[src/rtl/uart_rx_os.sv]
// uart_rx_os: 16x-oversampling UART receiver with configurable baud, parity, data and stop bits.
module uart_rx_os #(
    parameter int CLK_FREQ = 50_000_000,
    parameter int OSR      = 16
) (
    input  logic       clk,
    input  logic       reset,
    input  logic       rx,
    input  logic [1:0] bd_rate,
    input  logic [1:0] par,
    input  logic       d_num,
    input  logic       s_num,
    output logic [7:0] dout,
    output logic [2:0] err,
    output logic       dout_valid
);
    localparam int DIV0 = CLK_FREQ / (1200 * OSR);
    localparam int DIV1 = CLK_FREQ / (2400 * OSR);
    localparam int DIV2 = CLK_FREQ / (4800 * OSR);
    localparam int DIV3 = CLK_FREQ / (9600 * OSR);
    localparam int W    = $clog2(DIV0);

    typedef enum logic [2:0] {IDLE, START, DATA, PARITY, STOP1, STOP2} state_t;

    state_t      state_q, state_d;
    logic [1:0]  sync_q, sync_d;
    logic        prev_q, prev_d;
    logic [W-1:0] cnt_q, cnt_d, div_m1;
    logic [3:0]  tcnt_q, tcnt_d;
    logic [2:0]  bcnt_q, bcnt_d;
    logic [7:0]  sh_q, sh_d;
    logic        pbit_q, pbit_d, nz_q, nz_d, ferr_q, ferr_d;
    logic [1:0]  bd_q, bd_d, par_q, par_d;
    logic        dn_q, dn_d, sn_q, sn_d;
    logic [7:0]  dout_q, dout_d, data;
    logic [2:0]  err_q, err_d;
    logic        valid_q, valid_d;
    logic        rxs, tick, smp, fin;

    assign rxs        = sync_q[1];
    assign dout       = dout_q;
    assign err        = err_q;
    assign dout_valid = valid_q;

    always_comb begin
        div_m1 = bd_q == 2'd0 ? W'(DIV0 - 1) :
                 bd_q == 2'd1 ? W'(DIV1 - 1) :
                 bd_q == 2'd2 ? W'(DIV2 - 1) : W'(DIV3 - 1);
        tick   = cnt_q == div_m1;
        smp    = tick && tcnt_q == (state_q == START ? 4'd7 : 4'd15);
        data   = dn_q ? sh_q : {1'b0, sh_q[7:1]};
        fin    = 1'b0;
        sync_d = {sync_q[0], rx};
        prev_d = rxs;
        state_d = state_q;
        cnt_d  = tick ? '0 : cnt_q + W'(1);
        tcnt_d = smp ? 4'd0 : tcnt_q + 4'(tick);
        bcnt_d = bcnt_q;
        sh_d   = sh_q;
        pbit_d = pbit_q;
        nz_d   = nz_q;
        ferr_d = ferr_q;
        bd_d   = bd_q;
        par_d  = par_q;
        dn_d   = dn_q;
        sn_d   = sn_q;
        dout_d = dout_q;
        err_d  = err_q;
        valid_d = 1'b0;
        case (state_q)
            IDLE: if (prev_q && !rxs) begin
                {bd_d, par_d, dn_d, sn_d} = {bd_rate, par, d_num, s_num};
                cnt_d   = '0;
                tcnt_d  = '0;
                bcnt_d  = '0;
                nz_d    = 1'b0;
                ferr_d  = 1'b0;
                state_d = START;
            end
            START: if (smp) state_d = rxs ? IDLE : DATA;
            DATA: if (smp) begin
                sh_d   = {rxs, sh_q[7:1]};
                nz_d   = nz_q | rxs;
                bcnt_d = bcnt_q + 3'd1;
                if (bcnt_q == {2'b11, dn_q}) state_d = ^par_q ? PARITY : STOP1;
            end
            PARITY: if (smp) begin
                pbit_d  = rxs;
                nz_d    = nz_q | rxs;
                state_d = STOP1;
            end
            STOP1: if (smp) begin
                ferr_d  = ferr_q | !rxs;
                nz_d    = nz_q | rxs;
                state_d = sn_q ? STOP2 : state_q;
                fin     = !sn_q;
            end
            STOP2: fin = smp;
            default: state_d = IDLE;
        endcase
        // finishing on the final stop sample lets a new start edge be caught half a bit later
        if (fin) begin
            dout_d  = data;
            err_d   = {!(nz_q | rxs), ferr_q | !rxs, ^par_q & (^data ^ pbit_q ^ par_q[0])};
            valid_d = 1'b1;
            state_d = IDLE;
        end
    end

    always_ff @(posedge clk) begin
        if (reset) begin
            state_q <= IDLE;
            sync_q  <= 2'b11;
            prev_q  <= 1'b1;
            cnt_q   <= '0;
            tcnt_q  <= '0;
            bcnt_q  <= '0;
            sh_q    <= '0;
            pbit_q  <= 1'b0;
            nz_q    <= 1'b0;
            ferr_q  <= 1'b0;
            bd_q    <= '0;
            par_q   <= '0;
            dn_q    <= 1'b0;
            sn_q    <= 1'b0;
            dout_q  <= '0;
            err_q   <= '0;
            valid_q <= 1'b0;
        end else begin
            state_q <= state_d;
            sync_q  <= sync_d;
            prev_q  <= prev_d;
            cnt_q   <= cnt_d;
            tcnt_q  <= tcnt_d;
            bcnt_q  <= bcnt_d;
            sh_q    <= sh_d;
            pbit_q  <= pbit_d;
            nz_q    <= nz_d;
            ferr_q  <= ferr_d;
            bd_q    <= bd_d;
            par_q   <= par_d;
            dn_q    <= dn_d;
            sn_q    <= sn_d;
            dout_q  <= dout_d;
            err_q   <= err_d;
            valid_q <= valid_d;
        end
    end
endmodule
[config.mk]
export PLATFORM = sky130hd
export DESIGN_NAME = uart_rx_os
export DESIGN_NICKNAME = d
export VERILOG_FILES = /design/src/rtl/uart_rx_os.sv
export SDC_FILE = /design/constraint.sdc
export NUM_CORES = 1
export LEC_CHECK = 0
export CAP_MARGIN = 5
export CORE_MARGIN = 2
export CORE_UTILIZATION = 52
export CTS_CLUSTER_SIZE = 20
export DETAILED_ROUTE_END_ITERATION = 8
export GPL_ROUTABILITY_DRIVEN = 0
export MAX_ROUTING_LAYER = met4
export PLACE_DENSITY = 0.87
export SYNTH_ARGS = -nofsm -noshare
export SYNTH_HDL_FRONTEND = slang
export SYNTH_SLANG_ARGS = --single-unit
[constraint.sdc]
create_clock -name clk -period 2.13 [get_ports clk]
set_input_delay 0.426 -clock clk [delete_from_list [all_inputs] [get_ports clk]]
set_output_delay 0.426 -clock clk [all_outputs]
set_load 0.01 [all_outputs]
==> out/results.tsv, run 1 <==
stage	metric	value	unit
min_path	WHS Endpoint	sync_q[1]	
routing	antenna viol nets, final	0	
synth	synthesized cell area	0.00266	mm²
clocking	CTS clk-pin slew, worst paths	0.09	ns
synth	flop and latch count out of synthesis	54	
timing	Peak Freq	481	MHz
clocking	CTS Buf Count	5	
routing	DRC	0	
clocking	number of clock sinks	54	
layout	Post-Layout Cell Count	406	
layout	area of the multi-input gates	0.00153	mm²
floorplan	Die Area	0.00570	mm²
synth	Net Count, Synth	317	
layout	Area Growth Syn to Fin	20.4	%
power	Leakage	1.10	nW
synth	Post-Syn Instances	304	
place	dpl ws	0.0450	ns
place	placed insts	397	
power	Reg power frac	0.609	
synth	post-synthesis sequential area ratio	0.406	
run	MaxCap Viol Count	0	
global_route	initial antenna violation count	0	
layout	# fillers	427	
power	Max VDD drop	0.304	mV
routing	drt first pass iters	4	
floorplan	FP Rows	26	
setup_path	Worst Reg-to-Reg Cells	6	
synth	Synth Flop Type	dfxtp_1	
setup_path	Top Family by Delay on Critical Path	simple AND/OR/NAND/NOR gates	
power	internal power	1.30	mW
setup_path	Crit Path Category	reg2reg	
setup_path	Startpoint Class	register	
clocking	Root Driver	clkbuf_8	
layout	Post-Layout Inst Area	0.00320	mm²
timing	final setup fails	0	
place	Port Buffers	20	
layout	Total Nets Final	349	
timing	Setup Skew	0.00809	ns
place	Placement Cell Area	0.00304	mm²
layout	Post-Route Utilization	0.639	
min_path	hold depth	1	
synth	Yosys warnings	0	
setup_path	FF-to-FF setup slack	0.05	ns
setup_path	cell breakdown of the critical path	buf_4 -> and4bb_1 -> o31ai_4 -> or4_4 -> or4_4 -> a21oi_2	
min_path	Hold Startpoint	sync_q[0]	
synth	Post-synth EDFFs	0	
clocking	CTS Buffer Depth	2	
routing	DR WL/cell	15.3	µm
routing	drt via density	5.90	
synth	Mapped Avg Cell Area	8.75	µm²
synth	fraction of registers with async set/reset	0	
status	run status	complete, no violations	
setup_path	CP required	2.38	ns
floorplan	Die Y	75.5	µm
timing	RSZ-0062 raised after global routing	true	
clocking	Clock Latency Late Sink	0.31	ns
timing	Final Slew Violations	0	
global_route	GRT overflow	0	
floorplan	Initial Util	0.531	
power	clock power share	0.326	
power	Psw	0.397	mW
routing	1st-iter DRT viols	233	
clocking	TritonCTS clock tree	yes	
layout	share of cells above drive strength 1	0.149	
clocking	CTS Hold Buffers Added	0	
power	pwr dens	529	mW/mm²
timing	relative slew slack	0.700	
clocking	H-tree levels	2	
setup_path	Worst EP arrival	2.33	ns
global_route	vias in the first global route	2040	
synth	Synth cell types	53	
layout	most frequent cells in the layout	dfxtp_1, nand2_1, buf_4	
global_route	total global-route track usage	0.231	
place	placed wire-length estimate	4.35	mm
setup_path	CP Max Fanout	8	
routing	Routed WL	6.22	mm
min_path	Hold WC Path Type	reg2reg	
layout	most common cell after layout, fill and taps aside	dfxtp_1	
setup_path	peak per-stage delay on the critical path	0.58	ns
global_route	pin count of the biggest net entering global routing	40	
setup_path	CP bufs+invs	1	
setup_path	CP max stage cell	or4_4	
setup_path	Worst setup EP type	register	
setup_path	Crit path top cell by count	or4_4	
timing	worst setup slack after layout	0.0501	ns
timing	Worst-Margin Slew	0.447	ns
power	Combinational Power Share	0.065	
power	Pwr Total	1.69	mW
timing	Hold Fails Final Rpt	0	
timing	final worst path period share	0.976	
floorplan	Core Region	0.00501	mm²
power	Sw Share	0.234	
setup_path	RR Startpoint	bd_q[0]	
routing	vias	2394	
setup_path	worst r2r dst	err[2]	
timing	minimum clock period	2.08	ns
floorplan	io pins	21	
layout	n_diodes	0	
layout	register area	0.00108	mm²
global_route	first-pass GRT wire length	9.73	mm
floorplan	die width	75.5	µm
[metrics by stage]
stage	TNS, ns	hold slack, ns
3_3_place_gp	0	0.405
6_report	0	0.430
4_1_cts	0	0.433
3_5_place_dp	0	0.409
5_1_grt	-0.0723	0.438
2_1_floorplan	0	0.389
[Yosys cell counts, drive strengths merged (2+ instances only)]
master | number | area, µm²
nor2b | 4 | 25.0
ha | 4 | 50.1
nand2 | 23 | 86.3
nor3 | 8 | 40.0
o21ai | 14 | 70.1
nand3 | 15 | 75.1
nand2b | 5 | 31.3
o211ai | 5 | 37.5
a311oi | 8 | 70.1
inv | 4 | 15.0
o32ai | 2 | 17.5
and4 | 2 | 17.5
and4bb | 2 | 25.0
xnor2 | 14 | 123
nand4 | 4 | 25.0
nor2 | 20 | 77.6
or4b | 2 | 20.0
xor2 | 10 | 87.6
and2b | 2 | 15.0
a31oi | 11 | 68.8
mux2i | 7 | 70.1
or4 | 2 | 18.8
a22oi | 2 | 15.0
clkbuf | 11 | 41.3
and3 | 8 | 50.1
a211oi | 2 | 15.0
mux2 | 2 | 22.5
or3 | 3 | 18.8
o31ai | 4 | 35.0
dfxtp | 54 | 1080
buf | 9 | 47.6
or2 | 4 | 25.0
a21oi | 22 | 110
nor4b | 2 | 23.8
[power groups by stage]
stage	registers, mW	clock network (mW)	logic (mW)
CTS	1.03	0.558	0.108
detailed placement	1.06	0	0.108
global placement	1.05	0	0.104
global route	1.04	0.592	0.120
floorplan	1.05	0	0.0595
finish	1.03	0.552	0.110
[cell families after synthesis]
group                    count (synthesis)  share of synthesized area
AO/OA/AOI/OAI                           76                      0.184
XOR/XNOR                                24                     0.0790
adder cells (fa/ha/maj)                  4                     0.0188
buffers and inverters                   24                     0.0390
flip-flops                              54                      0.406
multiplexers                             9                     0.0348
AND/OR/NAND/NOR                        113                      0.238
[sequential cells by signal, summed over array words and instances, names as in the netlist]
name / count
bd_q: 2
dout: 8
sn_q: 1
sync_q: 2
par_q: 2
dout_valid: 1
nz_q: 1
tcnt_q: 4
bcnt_q: 3
dn_q: 1
cnt_q: 12
ferr_q: 1
state_q: 3
pbit_q: 1
prev_q: 1
sh_q: 8
err: 3
[cell type report]
cell class / count / share of cell area
timing repair buffer: 45 / 0.126
inverter: 4 / 0.00469
sequential: 54 / 0.338
clock inverter: 1 / 0.00234
multi-input combinational: 226 / 0.479
clock buffer: 6 / 0.0227
tap: 70 / 0.0273
[routing by layer]
metal	track usage	up-vias	wire [µm]
li1	-	1176	-
met1	0.307	1139	2770
met2	0.355	69	3020
met3	0.0463	10	347
met4	0.0721	0	94
met5	-	-	0
[worst reg2reg max path, cell delays in order (launching register included)]
cell and delay [ns]:
dfxtp_1 0.33, buf_4 0.15, and4bb_1 0.31, o31ai_4 0.10, or4_4 0.58, or4_4 0.43, a21oi_2 0.12
[timing repair]
action / CTS / global route
setup endpoints to repair: 0 / 36
resized for setup: 0 / 17
buffers inserted: 0 / 2
[worst max-delay path by stage]
| stage | cells past startpoint | end | slack [ns] | from |
|---|---|---|---|---|
| finish | 6 | err[2] | 0.05 | bd_q[0] |
| global route | 8 | tcnt_q[2] | -0.02 | bd_q[0] |
| CTS | 8 | tcnt_q[2] | 0.03 | bd_q[0] |
| detailed placement | 8 | tcnt_q[2] | 0.05 | bd_q[0] |
| global placement | 8 | tcnt_q[2] | 0.12 | bd_q[0] |
| floorplan | 9 | tcnt_q[2] | 0.08 | bd_q[0] |
(Power assumes the default switching activity.)
==> run 2: changes to the inputs <==
--- a/config.mk
+++ b/config.mk
@@ -7,12 +7,12 @@
 export LEC_CHECK = 0
 export CAP_MARGIN = 5
 export CORE_MARGIN = 2
-export CORE_UTILIZATION = 52
-export CTS_CLUSTER_SIZE = 20
+export CORE_UTILIZATION = 55
 export DETAILED_ROUTE_END_ITERATION = 8
 export GPL_ROUTABILITY_DRIVEN = 0
+export GPL_TIMING_DRIVEN = 0
 export MAX_ROUTING_LAYER = met4
-export PLACE_DENSITY = 0.87
+export PLACE_DENSITY = 0.88
 export SYNTH_ARGS = -nofsm -noshare
 export SYNTH_HDL_FRONTEND = slang
 export SYNTH_SLANG_ARGS = --single-unit
==> constraint.sdc (replaced) <==
create_clock -name clk -period 2.5 [get_ports clk]
set_input_delay 0.5 -clock clk [delete_from_list [all_inputs] [get_ports clk]]
set_output_delay 0.5 -clock clk [all_outputs]
set_load 0.01 [all_outputs]
==> run 2 against run 1 <==
- fmax decreased by 11%
- count of clock-buffer cells in the layout unchanged
- combinational power decreased by 29%
- clock skew increased by 0.0018 ns
- worst hold slack got worse by 0.0013 ns
- sequential share of layout area increased by 2.1 points
- sequential power decreased by 14%
- highest routed layer unchanged
- worst setup slack improved by 0.12 ns
- non-clock buffer count decreased by 5
- sequential cell count unchanged
==> out/results.tsv, run 2 (synthesis results as in run 1) <==
stage	metric	value	unit
timing	final worst path period share	0.934	
routing	drt via density	6.31	
clocking	Root Driver	clkbuf_8	
status	run status	complete, no violations	
timing	Setup Skew	0.00988	ns
timing	Final Slew Violations	0	
clocking	CTS Buf Count	5	
setup_path	Worst EP arrival	2.55	ns
clocking	postcts setup bufs	0	
place	placed insts	378	
layout	# fillers	412	
power	Max VDD drop	0.285	mV
power	Leakage	1.03	nW
place	placed wire-length estimate	4.24	mm
clocking	CTS clk-pin slew, worst paths	0.10	ns
place	Port Buffers	20	
routing	Routed WL	6.02	mm
min_path	Hold WC Path Type	reg2reg	
min_path	Hold Startpoint	sync_q[0]	
setup_path	Worst Reg-to-Reg Cells	9	
floorplan	Die Area	0.00541	mm²
power	pwr dens	477	mW/mm²
layout	max reg flops	12	
layout	most common cell after layout, fill and taps aside	dfxtp_1	
timing	RSZ-0062 raised after global routing	false	
floorplan	io pins	21	
routing	1st-iter DRT viols	295	
setup_path	Startpoint Class	register	
timing	Peak Freq	428	MHz
routing	drt first pass iters	5	
timing	Hold Fails Final Rpt	0	
layout	Post-Layout Cell Count	385	
timing	Setup TNS	0	ns
setup_path	RR Startpoint	bd_q[0]	
layout	register bank with the most flops	cnt_q	
clocking	TritonCTS clock tree	yes	
floorplan	Initial Util	0.567	
layout	Area Growth Syn to Fin	13.3	%
routing	vias	2429	
layout	Post-Route Utilization	0.642	
setup_path	FF-to-FF setup slack	0.17	ns
min_path	hold depth	1	
global_route	pin count of the biggest net entering global routing	16	
floorplan	FP Rows	25	
global_route	vias in the first global route	2182	
timing	relative slew slack	0.371	
layout	Total Nets Final	344	
global_route	initial antenna violation count	0	
clocking	number of clock sinks	54	
layout	most frequent cells in the layout	dfxtp_1, nand2_1, a21oi_1	
layout	n_diodes	0	
layout	share of cells above drive strength 1	0.0755	
power	Pwr Total	1.44	mW
timing	Worst-Margin Slew	0.941	ns
setup_path	Worst setup EP type	register	
routing	DR WL/cell	15.6	µm
global_route	first-pass GRT wire length	10.0	mm
setup_path	CP required	2.71	ns
routing	DRC	0	
timing	minimum clock period	2.33	ns
floorplan	Die Y	73.5	µm
floorplan	die width	73.5	µm
place	Placement Cell Area	0.00293	mm²
routing	antenna viol nets, final	0	
setup_path	worst r2r dst	tcnt_q[3]	
clocking	H-tree levels	2	
run	MaxCap Viol Count	0	
min_path	WHS Endpoint	sync_q[1]	
global_route	total global-route track usage	0.240	
clocking	CTS Buffer Depth	2	
clocking	Clock Latency Late Sink	0.31	ns
layout	Post-Layout Inst Area	0.00301	mm²
floorplan	Core Region	0.00469	mm²
global_route	GRT overflow	0	
setup_path	CP Max Fanout	10	
timing	final setup fails	0	
setup_path	Crit Path Category	reg2reg	
==> run 2: cell types whose count changed in the layout (fill, tap and decap cells not counted), moves of 2 or more <==
cell	change
clkbuf_1	+11
o31ai_1	+2
buf_4	-22
o21ai_1	-2
o21ai_0	+2
buf_2	+8
o31ai_4	-2
or4b_4	-2
or4b_1	+2
==> run 2: repair_timing <==
action                                  CTS  global route
endpoints found under the setup margin    0            11
hold buffers                              0             0
gates resized for setup                   0             1
==> run 2: power breakdown <==
| group | internal [mW] | total [mW] | switching (mW) |
|---|---|---|---|
| Sequential | 0.869 | 0.883 | 0.0136 |
| Clock | 0.193 | 0.477 | 0.284 |
| Combinational | 0.0347 | 0.0784 | 0.0437 |
| Total | 1.10 | 1.44 | 0.341 |
==> run 2: worst max path at each step <==
stage | startpoint | end
after detailed placement | state_q[1] | cnt_q[6]
after global placement | state_q[1] | cnt_q[6]
after CTS | state_q[1] | cnt_q[6]
final | bd_q[0] | tcnt_q[3]
after global routing | bd_q[0] | tcnt_q[3]
after floorplan | bd_q[0] | tcnt_q[2]
==> run 2: per-layer routing <==
metal / GRT usage / vias to the layer above / routed length (µm)
met3: 0.0439 / 23 / 393
met5: - / - / 0
met2: 0.370 / 90 / 2850
met1: 0.315 / 1149 / 2640
met4: 0.0889 / 0 / 140
li1: - / 1167 / -
==> run 2: layout make-up <==
type,instances,area (µm²),share of cell area
Timing Repair Buffer,20,200,0.0664
Multi-Input combinational cell,226,1480,0.491
Buffer,20,88.8,0.0295
Clock inverter,1,7.51,0.00249
Sequential cell,54,1080,0.359
Tap cell,54,67.6,0.0224
Clock buffer,6,72.6,0.0241
Inverter,4,15.0,0.00498
==> run 2: critical path, stage by stage (launching register included) <==
cell and delay (ns):
dfxtp_1 0.39, or4b_1 0.53, o31ai_1 0.09, nand4b_1 0.22
clkbuf_1 0.26, nor2_1 0.15, ha_1 0.19, nand3_1 0.10
xnor2_1 0.13, and3_1 0.17
==> run 2: metrics by stage <==
stage / setup WS [ns] / hold slack, ns
2_1_floorplan: 0.447 / 0.389
3_3_place_gp: 0.0969 / 0.403
3_5_place_dp: 0.0513 / 0.408
4_1_cts: 0.0267 / 0.432
5_1_grt: 0.0118 / 0.445
6_report: 0.165 / 0.429
